`config.mk`:
```
export PLATFORM = sky130hd
export DESIGN_NAME = hit_tracker
export DESIGN_NICKNAME = d
export VERILOG_FILES = /design/src/rtl/game_pkg.sv /design/src/rtl/box_overlap.sv /design/src/rtl/hit_tracker.sv
export SDC_FILE = /design/constraint.sdc
export NUM_CORES = 1
export LEC_CHECK = 0
export CAP_MARGIN = 20
export CORE_MARGIN = 8
export CORE_UTILIZATION = 31
export CTS_CLUSTER_DIAMETER = 100
export CTS_CLUSTER_SIZE = 30
export DETAILED_ROUTE_END_ITERATION = 16
export DONT_BUFFER_PORTS = 1
export GPL_TIMING_DRIVEN = 0
export PLACE_DENSITY_LB_ADDON = 0.3
export SYNTH_ARGS = -nofsm -noshare
export SYNTH_HDL_FRONTEND = slang
export SYNTH_SLANG_ARGS = --single-unit
```
`constraint.sdc`:
```
create_clock -name frame_clk -period 1.6 [get_ports frame_clk]
set_clock_uncertainty 0.15 [all_clocks]
set_input_delay 0.32 -clock frame_clk [delete_from_list [all_inputs] [get_ports frame_clk]]
set_output_delay 0.32 -clock frame_clk [all_outputs]
set_load 0.02 [all_outputs]
```
`src/rtl/game_pkg.sv`:
```
// -----------------------------------------------------------------------------
// game_pkg
// Shared definitions for the meteor game pipeline.
//   - game_state_e  : game state encoding (IDLE=0, PLAY=1, INVULN=2, OVER=3)
//   - S_*           : the same encodings as plain logic [1:0] constants, used by
//                     FSM code that stores state in a plain vector
//   - COORD_W       : width of every screen coordinate / half-size (10 bits)
//   - *_DEF         : default values for the hit_tracker parameters
// -----------------------------------------------------------------------------
package game_pkg;

  localparam int COORD_W = 10;

  localparam int NUM_METEORS_DEF   = 4;
  localparam int LIVES_INIT_DEF    = 3;
  localparam int INVULN_FRAMES_DEF = 60;

  typedef enum logic [1:0] {
    IDLE   = 2'd0,
    PLAY   = 2'd1,
    INVULN = 2'd2,
    OVER   = 2'd3
  } game_state_e;

  localparam logic [1:0] S_IDLE   = IDLE;
  localparam logic [1:0] S_PLAY   = PLAY;
  localparam logic [1:0] S_INVULN = INVULN;
  localparam logic [1:0] S_OVER   = OVER;

endpackage

```
`src/rtl/box_overlap.sv`:
```
// -----------------------------------------------------------------------------
// box_overlap
// Combinational overlap test between the ship box and one meteor box. Both
// boxes are squares given by centre and half-size. They overlap when the
// centre distance on each axis is strictly less than the sum of half-sizes.
// A meteor with half-size 0 is an empty slot and never overlaps.
//
// Ports
//   ship_x_i, ship_y_i, ship_s_i : ship centre and half-size
//   met_x_i,  met_y_i,  met_s_i  : meteor centre and half-size
//   overlap_o                    : 1 when the boxes overlap
// -----------------------------------------------------------------------------
module box_overlap
  import game_pkg::*;
(
  input  logic [COORD_W-1:0] ship_x_i,
  input  logic [COORD_W-1:0] ship_y_i,
  input  logic [COORD_W-1:0] ship_s_i,
  input  logic [COORD_W-1:0] met_x_i,
  input  logic [COORD_W-1:0] met_y_i,
  input  logic [COORD_W-1:0] met_s_i,
  output logic               overlap_o
);

  // One extra bit so the half-size sum (up to 2046) never wraps.
  logic [COORD_W:0] dx;
  logic [COORD_W:0] dy;
  logic [COORD_W:0] reach;

  always_comb begin
    dx = (ship_x_i >= met_x_i) ? {1'b0, ship_x_i - met_x_i}
                               : {1'b0, met_x_i - ship_x_i};
    dy = (ship_y_i >= met_y_i) ? {1'b0, ship_y_i - met_y_i}
                               : {1'b0, met_y_i - ship_y_i};
    reach     = {1'b0, ship_s_i} + {1'b0, met_s_i};
    overlap_o = (met_s_i != '0) && (dx < reach) && (dy < reach);
  end

endmodule

```
`src/rtl/hit_tracker.sv`:
```
// -----------------------------------------------------------------------------
// hit_tracker
// Tracks ship/meteor collisions, lives, a post-hit invulnerability window and
// the survival score for one game. Runs once per frame on frame_clk.
//
// Ports
//   frame_clk        : frame-rate clock, rising edge
//   Reset            : asynchronous, active-high reset
//   start            : level request to begin / restart a game (a plain level
//                      sampled each frame; there is no handshake on this block)
//   ShipX/ShipY/ShipS: ship centre and half-size
//   MetX/MetY/MetS   : packed meteor centres / half-sizes, meteor i at
//                      bits [10i+9:10i]
//   state            : registered game state (game_pkg encoding), also the FSM
//                      debug view
//   lives            : remaining lives
//   hit              : one-frame pulse per accepted collision
//   invuln           : high while in INVULN
//   game_over        : high while in OVER
//   score            : frames survived in the current game
//
// Build option
//   HIT_TRACKER_SCORE_EN : when defined, score counts frames spent in PLAY or
//                          INVULN (saturating). When undefined there is no
//                          score register and score reads 16'h0000.
// -----------------------------------------------------------------------------
module hit_tracker
  import game_pkg::*;
#(
  parameter int NUM_METEORS   = NUM_METEORS_DEF,
  parameter int LIVES_INIT    = LIVES_INIT_DEF,
  parameter int INVULN_FRAMES = INVULN_FRAMES_DEF
) (
  input  logic                           frame_clk,
  input  logic                           Reset,
  input  logic                           start,
  input  logic [COORD_W-1:0]             ShipX,
  input  logic [COORD_W-1:0]             ShipY,
  input  logic [COORD_W-1:0]             ShipS,
  input  logic [NUM_METEORS*COORD_W-1:0] MetX,
  input  logic [NUM_METEORS*COORD_W-1:0] MetY,
  input  logic [NUM_METEORS*COORD_W-1:0] MetS,
  output logic [1:0]                     state,
  output logic [1:0]                     lives,
  output logic                           hit,
  output logic                           invuln,
  output logic                           game_over,
  output logic [15:0]                    score
);

  localparam int               CNT_W      = (INVULN_FRAMES > 1) ? $clog2(INVULN_FRAMES) : 1;
  localparam logic [CNT_W-1:0] CNT_LOAD   = CNT_W'(INVULN_FRAMES - 1);
  localparam logic [1:0]       LIVES_LOAD = 2'(LIVES_INIT);

  // ---------------------------------------------------------------------------
  // Collision detect: one box test per meteor, simultaneous overlaps merge
  // into a single collision.
  // ---------------------------------------------------------------------------
  logic [NUM_METEORS-1:0] overlap;
  logic                   collision;

  for (genvar i = 0; i < NUM_METEORS; i++) begin : g_box
    box_overlap u_box (
      .ship_x_i  (ShipX),
      .ship_y_i  (ShipY),
      .ship_s_i  (ShipS),
      .met_x_i   (MetX[i*COORD_W +: COORD_W]),
      .met_y_i   (MetY[i*COORD_W +: COORD_W]),
      .met_s_i   (MetS[i*COORD_W +: COORD_W]),
      .overlap_o (overlap[i])
    );
  end

  assign collision = |overlap;

  // ---------------------------------------------------------------------------
  // Game FSM
  // ---------------------------------------------------------------------------
  logic [1:0]       state_q, state_d;
  logic [1:0]       lives_q, lives_d;
  logic [CNT_W-1:0] cnt_q,   cnt_d;
  logic             hit_q,   hit_d;

  always_comb begin
    state_d = state_q;
    lives_d = lives_q;
    cnt_d   = cnt_q;
    hit_d   = 1'b0;
    case (state_q)
      S_IDLE, S_OVER: begin
        if (start) begin
          state_d = S_PLAY;
          lives_d = LIVES_LOAD;
        end
      end
      S_PLAY: begin
        // start is deliberately not looked at here; a collision always wins.
        if (collision) begin
          hit_d = 1'b1;
          if (lives_q > 2'd1) begin
            state_d = S_INVULN;
            lives_d = lives_q - 2'd1;
            cnt_d   = CNT_LOAD;
          end else begin
            state_d = S_OVER;
            lives_d = 2'd0;
          end
        end
      end
      S_INVULN: begin
        // Counter was loaded with INVULN_FRAMES-1 so the window lasts exactly
        // INVULN_FRAMES frames including the one where it reaches zero.
        if (cnt_q == '0) begin
          state_d = S_PLAY;
        end else begin
          cnt_d = cnt_q - 1'b1;
        end
      end
      default: state_d = S_IDLE;
    endcase
  end

  always_ff @(posedge frame_clk or posedge Reset) begin
    if (Reset) begin
      state_q <= S_IDLE;
      lives_q <= 2'd0;
      cnt_q   <= '0;
      hit_q   <= 1'b0;
    end else begin
      state_q <= state_d;
      lives_q <= lives_d;
      cnt_q   <= cnt_d;
      hit_q   <= hit_d;
    end
  end

  // ---------------------------------------------------------------------------
  // Score: counts every frame spent in PLAY or INVULN (including the frame
  // that ends in a fatal hit), cleared when a new game starts, held in OVER.
  // ---------------------------------------------------------------------------
`ifdef HIT_TRACKER_SCORE_EN
  logic [15:0] score_q, score_d;

  always_comb begin
    score_d = score_q;
    if (((state_q == S_IDLE) || (state_q == S_OVER)) && start) begin
      score_d = 16'h0000;
    end else if (((state_q == S_PLAY) || (state_q == S_INVULN)) &&
                 (score_q != 16'hFFFF)) begin
      score_d = score_q + 16'h0001;
    end
  end

  always_ff @(posedge frame_clk or posedge Reset) begin
    if (Reset) begin
      score_q <= 16'h0000;
    end else begin
      score_q <= score_d;
    end
  end

  assign score = score_q;
`else
  assign score = 16'h0000;
`endif

  // ---------------------------------------------------------------------------
  // Outputs: all straight from registers or decoded from the registered state.
  // ---------------------------------------------------------------------------
  assign state     = state_q;
  assign lives     = lives_q;
  assign hit       = hit_q;
  assign invuln    = (state_q == S_INVULN);
  assign game_over = (state_q == S_OVER);

endmodule

```
==> results of run 1 <==
==> routing by layer <==
layer	wire [µm]	global-route usage
met3	2400	0.0353
met1	14600	0.194
met2	16600	0.291
met4	1140	0.0463
met5	0	0
==> how the worst max path moves through the flow <==
| stage | from | end | cells past startpoint |
|---|---|---|---|
| floorplan | ShipY[0] | cnt_q[5]$_DFFE_PP0P_ | 20 |
| global placement | ShipX[0] | cnt_q[5]$_DFFE_PP0P_ | 22 |
| detailed placement | ShipX[0] | cnt_q[4]$_DFFE_PP0P_ | 22 |
| CTS | ShipY[0] | cnt_q[0]$_DFFE_PP0P_ | 23 |
| global route | ShipY[0] | cnt_q[5]$_DFFE_PP0P_ | 22 |
| finish | ShipY[0] | cnt_q[0]$_DFFE_PP0P_ | 23 |
==> where the power goes <==
| group | switching, mW | total, mW | leakage [nW] | internal, mW |
|---|---|---|---|---|
| clock | 0.129 | 0.464 | 0.0382 | 0.335 |
| sequential | 0.202 | 0.571 | 0.114 | 0.370 |
| combinational | 3.60 | 6.50 | 5.71 | 2.90 |
| total | 3.93 | 7.53 | 5.86 | 3.60 |
==> critical path: cells and delay by family <==
kind                     cells  cell delay, ps
AO/OA/AOI/OAI               14            3090
XOR/XNOR                     1             150
adder cells (fa/ha/maj)      3             620
buffers and inverters        3             210
multiplexers                 1             310
AND/OR/NAND/NOR              1             120
==> layout make-up <==
class                           instances  area, µm²  share of cell area
Tap cell                              448        561              0.0470
Sequential cell                        11        278              0.0233
Buffer                                 42        254              0.0213
Multi-Input combinational cell       1136       9780               0.821
Inverter                              174        698              0.0586
Clock buffer                            4       78.8             0.00661
Timing Repair Buffer                   33        270              0.0227
==> cells by family after synthesis <==
group | count (synthesis) | share of synthesized area
fa+ha+maj | 289 | 0.358
other cells | 1 | 0.000356
flops | 11 | 0.0262
mux | 53 | 0.0528
compound gates | 448 | 0.288
simple gates | 241 | 0.116
xor+xnor | 89 | 0.0741
buf+inv | 216 | 0.0849
==> what timing repair did <==
action | in CTS | in global routing
setup endpoints to repair | 13 | 11
pin swaps | 33 | 34
setup buffers | 21 | 11
gates resized for setup | 36 | 28
cloned | 0 | 0
hold endpoints to repair | 11 | 0
hold buffers | 1 | 0
==> registers in the layout, summed over array words and instances, names as in the netlist <==
register,cells
cnt_q,6
hit,1
lives,2
state,2
==> through the flow <==
stage | total power, mW | hold slack, ps
2_1_floorplan | 5.11 | 22.4
3_3_place_gp | 6.35 | 81.1
3_5_place_dp | 6.45 | 87.3
4_1_cts | 7.31 | 143
5_1_grt | 8.34 | 171
6_report | 7.53 | 155
==> cell usage in the layout, fill, tap and decap left out, types with 14 or more instances in the layout <==
cell	count
sky130_fd_sc_hd__a21oi_1	123
sky130_fd_sc_hd__mux2i_1	31
sky130_fd_sc_hd__nand4_1	15
sky130_fd_sc_hd__buf_4	47
sky130_fd_sc_hd__nor2_1	45
sky130_fd_sc_hd__inv_1	166
sky130_fd_sc_hd__xor2_1	30
sky130_fd_sc_hd__o21bai_1	33
sky130_fd_sc_hd__conb_1	16
sky130_fd_sc_hd__mux2_2	15
sky130_fd_sc_hd__nor2b_1	14
sky130_fd_sc_hd__nand2_1	60
sky130_fd_sc_hd__o21ai_0	61
sky130_fd_sc_hd__nand3_1	27
sky130_fd_sc_hd__and2_1	15
sky130_fd_sc_hd__fa_1	19
sky130_fd_sc_hd__o21a_1	16
sky130_fd_sc_hd__a21o_1	56
sky130_fd_sc_hd__ha_1	264
sky130_fd_sc_hd__xnor2_1	57
==> impl_metrics.csv, run 1 <==
group,metric,value,unit
placement,dp_worst_setup_slack,-3900,ps
clocking,cts.sink_count,11,
placement,dp_hpwl,30800,µm
synthesis,synth_top_cells_by_area,"sky130_fd_sc_hd__ha_1 32%, sky130_fd_sc_hd__inv_1 6.2%, sky130_fd_sc_hd__a21oi_1 6.2%, sky130_fd_sc_hd__xnor2_1 4.9%, sky130_fd_sc_hd__a21o_1 4.0%",
flow_run,maxcap_viol_count,0,
placement,total_instance_count_after_detailed_placement,1811,
pwr,power_leakage,5.86,nW
worst_setup_path,critical_path.endpoint_type,"flop",
worst_setup_path,crit_slowest_cell,"sky130_fd_sc_hd__a2111oi_4",
placement,placement.cell_area,11200,µm²
sta,slew_at_the_pin_closest_to_its_max_slew_limit,1230,ps
sta,hold_viol_final,0,
global_route,grt_usage,0.163,
clocking,tritoncts.num_buffers,3,
sta,rsz_0062_raised_after_global_routing,"yes",
synthesis,average_footprint_of_a_synthesized_cell,7.80,µm²
placement,io_buffers,0,
sta,max_slew_margin,0.169,
worst_setup_path,critical_path.reg2reg.endpoint,"cnt_q[4]$_DFFE_PP0P_",
synthesis,synth-edff-count,0,
worst_setup_path,critical_path.cell_chain,"clkinv_16 > ha_4 > inv_2 > fa_2 > a21o_1 > a2111oi_4 > o21ai_2 > a21oi_4 > buf_12 > mux2_4 > a221oi_4 > o21bai_1 > a221oi_2 > xnor2_2 > ha_2 > a21o_1 > a211oi_2 > nand3_1 > o311a_4 > o2111a_2 > a31oi_4 > o21ai_2 > a221oi_2",
final_layout,post_route_cells_drive_above_1_share,0.119,
routing,routed_via_density,5.36,
final_layout,postLayoutCoreUtil,0.356,
worst_setup_path,critical-path-max-stage-delay,410,ps
placement,gpl.final_weighted_congestion,0.914,
routing,post-route-drc-count,0,
floorplanning,num_io_pins,176,
sta,final_min_period_over_clock_period,3.02,
synthesis,synth_warnings,0,
worst_setup_path,critical_path_peak_fanout,8,
floorplanning,num_rows,67,
synthesis,most_used_flip_flop_cell_after_synthesis,"sky130_fd_sc_hd__dfrtp_1",
pwr,power-per-cell-area,632,nW/µm²
worst_setup_path,critical_path_required,1600,ps
worst_setup_path,worst-endpoint-arrival,4830,ps
run_status,violations,"negative setup slack",
worst_setup_path,reg2reg_setup_slack,-610,ps
synthesis,postSynthCellCount,1348,
final_layout,synthToLayoutAreaGrowth,13.3,%
min_path,timing.hold.worst_endpoint,"lives[1]$_DFFE_PP0P_",
sta,timing.fmax,207,MHz
floorplanning,initial_cell_density_of_the_core,0.315,
synthesis,synth_cell_types,81,
global_route,grt_pass1_wl,52900,µm
clocking,tritoncts_clock_tree,"yes",
routing,initialDrtViolationCount,490,
worst_setup_path,worst-setup-path-type,"input port to flop",
final_layout,layout.filler_cells,3472,
floorplanning,placeableCoreArea,33400,µm²
sta,setup_tns,-34540,ps
worst_setup_path,nature_of_the_critical_path_startpoint,"input port",
synthesis,yosysSeqAreaShare,0.0262,
worst_setup_path,timing.rr.start,"state[1]$_DFFE_PP0P_",
global_route,antenna_found_initial,0,
global_route,pin_count_of_the_biggest_net_entering_global_routing,12,
final_layout,final_net_count,1843,
synthesis,synth_top_cell_area_share,0.320,
clocking,clk_transition_reported_paths,40,ps
worst_setup_path,number_of_cell_instances_on_the_worst_register_to_register_path,6,
routing,routedWlPerCell,18.8,µm
routing,number_of_nets_still_failing_antenna_checks_after_routing,0,
clocking,cts_buffer_depth,2,
pwr,max-vdd-ir-drop,748,µV
global_route,overflow,0,
clocking,clock_tree.htree_level_count,1,
floorplanning,die_area,40100,µm²
floorplanning,dieWidth,200,µm
synthesis,yosys.cell_count.top_type,"sky130_fd_sc_hd__ha_1",
sta,slew_viol_final,0,
global_route,grt_pass1_vias,9805,
final_layout,finalInstanceArea,11900,µm²
synthesis,netlist_area,10500,µm²
run_status,outcome,"complete, but fails checks",
routing,routed_wirelength,34700,µm
min_path,hold_start,"start",
synthesis,postSynth.asyncResetShare,1.00,
clocking,ctsRootBufferMaster,"sky130_fd_sc_hd__clkbuf_16",
routing,1st_pass_router_iterations,5,
synthesis,synth.ff_latch_count,11,
final_layout,antennaDiodeCount,0,
synthesis,synth.top_cells.by_count,"269 x sky130_fd_sc_hd__ha_1, 174 x sky130_fd_sc_hd__inv_1, 130 x sky130_fd_sc_hd__a21oi_1",
sta,setup_violations,11,
clocking,clk_latency,240,ps
synthesis,synth_top_area_cell,"sky130_fd_sc_hd__ha_1",
min_path,hold_crit_class,"input port to flop",
final_layout,final_cell_count_without_fillers,1848,
min_path,min_delay_path_depth,2,
routing,vias,9909,
sta,final.min_clock_period,4830,ps
sta,setup_slack,-3230,ps
floorplanning,die_ht,200,µm
(Power assumes the default switching activity.)
==> run 2: changes to the inputs <==
CORE_MARGIN = default   (was 8)
==> impl_metrics.csv, run 2 (synthesis gave the netlist of run 1 again) <==
group,metric,value,unit
run_status,outcome,"complete, but fails checks",
run_status,violations,"negative setup slack",
clocking,cts.sink_count,11,
final_layout,layout.filler_cells,3497,
clocking,clk_transition_reported_paths,40,ps
clocking,ctsRootBufferMaster,"sky130_fd_sc_hd__clkbuf_16",
pwr,totalPowerFinal,7.44,mW
final_layout,final_common_cell,"sky130_fd_sc_hd__ha_1",
routing,1st_pass_router_iterations,5,
sta,timing.fmax,204,MHz
clocking,cts_buffer_depth,2,
final_layout,registers.top_by_ff_count,"cnt_q",
global_route,antenna_found_initial,0,
worst_setup_path,worst-setup-path-type,"input port to flop",
sta,setup_slack,-3290,ps
worst_setup_path,crit_slowest_cell,"sky130_fd_sc_hd__or4_1",
worst_setup_path,path_buf_inv,3,
sta,slew_at_the_pin_closest_to_its_max_slew_limit,1180,ps
final_layout,final-seq-area,278,µm²
floorplanning,dieWidth,186,µm
final_layout,max_reg_flops,6,
routing,routed_via_density,5.34,
worst_setup_path,cpLargestDelayFamily,"compound AO/OA/AOI/OAI gates",
final_layout,multiInputGateArea,9730,µm²
global_route,pin_count_of_the_biggest_net_entering_global_routing,12,
floorplanning,num_io_pins,176,
floorplanning,die_ht,186,µm
sta,hold_viol_final,0,
sta,setup_violations,11,
final_layout,final_cell_count_without_fillers,1842,
routing,post-route-drc-count,0,
routing,vias,9830,
worst_setup_path,critical_path_required,1560,ps
clocking,tritoncts_clock_tree,"yes",
placement,gpl.final_weighted_congestion,0.925,
routing,initialDrtViolationCount,573,
placement,dp_hpwl,29600,µm
clocking,clock_tree.htree_level_count,1,
final_layout,post_route_cells_drive_above_1_share,0.118,
flow_run,maxcap_viol_count,0,
worst_setup_path,critical-path-max-stage-delay,530,ps
sta,final.min_clock_period,4890,ps
pwr,max-vdd-ir-drop,681,µV
global_route,grt_pass1_wl,50400,µm
sta,slew_viol_final,0,
worst_setup_path,worst-endpoint-arrival,4850,ps
sta,max_slew_margin,0.203,
worst_setup_path,critical_path_peak_fanout,8,
placement,dp_worst_setup_slack,-3980,ps
sta,final_min_period_over_clock_period,3.06,
final_layout,antennaDiodeCount,0,
sta,rsz_0062_raised_after_global_routing,"yes",
routing,routed_wirelength,33500,µm
final_layout,final_cell_mix,"264 x sky130_fd_sc_hd__ha_1, 166 x sky130_fd_sc_hd__inv_1, 124 x sky130_fd_sc_hd__a21oi_1",
final_layout,final_net_count,1837,
floorplanning,initial_cell_density_of_the_core,0.315,
placement,io_buffers,0,
final_layout,synthToLayoutAreaGrowth,12.4,%
floorplanning,num_rows,67,
worst_setup_path,critical_path.cell_chain,"clkinv_16 > ha_4 > inv_4 > fa_2 > a21o_1 > a2111oi_4 > o21ai_2 > a21oi_4 > mux2_4 > a221oi_4 > xnor2_1 > ha_1 > nand2_1 > or4_1 > a21oi_2 > o311a_4 > o2111ai_4 > o31ai_4 > buf_6 > mux2i_1 > a221oi_2",
worst_setup_path,reg2reg_setup_slack,-540,ps
placement,total_instance_count_after_detailed_placement,1811,
pwr,power_leakage,5.83,nW
global_route,grt_pass1_vias,9517,
min_path,hold_crit_class,"input port to flop",
pwr,power-per-cell-area,629,nW/µm²
global_route,overflow,0,
clocking,tritoncts.num_buffers,3,
sta,setup_tns,-35380,ps
global_route,grt_usage,0.186,
worst_setup_path,critical_path.endpoint_type,"flop",
floorplanning,placeableCoreArea,33400,µm²
floorplanning,die_area,34700,µm²
clocking,clk_latency,240,ps
routing,routedWlPerCell,18.2,µm
routing,number_of_nets_still_failing_antenna_checks_after_routing,0,
worst_setup_path,nature_of_the_critical_path_startpoint,"input port",
## run 2: final timing paths
| path | start | to | depth (start not counted) |
|---|---|---|---|
| worst max-delay path | ShipY[0] | cnt_q[3]$_DFFE_PP0P_ | 21 |
| worst min-delay path | start | lives[1]$_DFFE_PP0P_ | 2 |
| worst max register to register | state[1]$_DFFE_PP0P_ | cnt_q[4]$_DFFE_PP0P_ | 6 |
| worst min register to register | cnt_q[5]$_DFFE_PP0P_ | cnt_q[5]$_DFFE_PP0P_ | 1 |
| max in group asynchronous | Reset | state[0]$_DFFE_PP0P_ | 2 |
| min in group asynchronous | Reset | hit$_DFF_PP0_ | 2 |
## run 2: per-stage QoR
step                       util  area (µm²)  hold slack (ps)
after global placement    0.336       11200             81.8
after global routing      0.354       11800              163
after detailed placement  0.336       11200             80.4
final                     0.354       11800              157
after floorplan               -       10700             22.4
after CTS                 0.348       11700              159
## run 2: repair_timing
item | CTS | global route
gates resized for setup | 33 | 25
endpoints found under the hold margin | 11 | 0
hold buffers | 1 | 0
buffers inserted | 21 | 8
setup endpoints to repair | 12 | 12
pin swaps | 32 | 26
## run 2: cell type report
cell class | count | share of cell area
clock buffer | 4 | 0.00666
tap | 448 | 0.0474
sequential | 11 | 0.0235
timing repair buffer | 30 | 0.0209
inverter | 174 | 0.0592
buffer | 39 | 0.0199
multi-input combinational | 1136 | 0.822
## run 2: routing by layer
metal | track usage | vias to the layer above | part of all wire
li1 | - | 4935 | -
met1 | 0.224 | 4599 | 0.41
met2 | 0.342 | 265 | 0.49
met3 | 0.0358 | 31 | 0.075
met4 | 0.0374 | 0 | 0.021
met5 | 0 | - | 0
## run 2: power breakdown
group	internal, mW	switching [mW]
combinational	2.85	3.57
sequential	0.370	0.199
clock	0.335	0.124
total	3.55	3.89
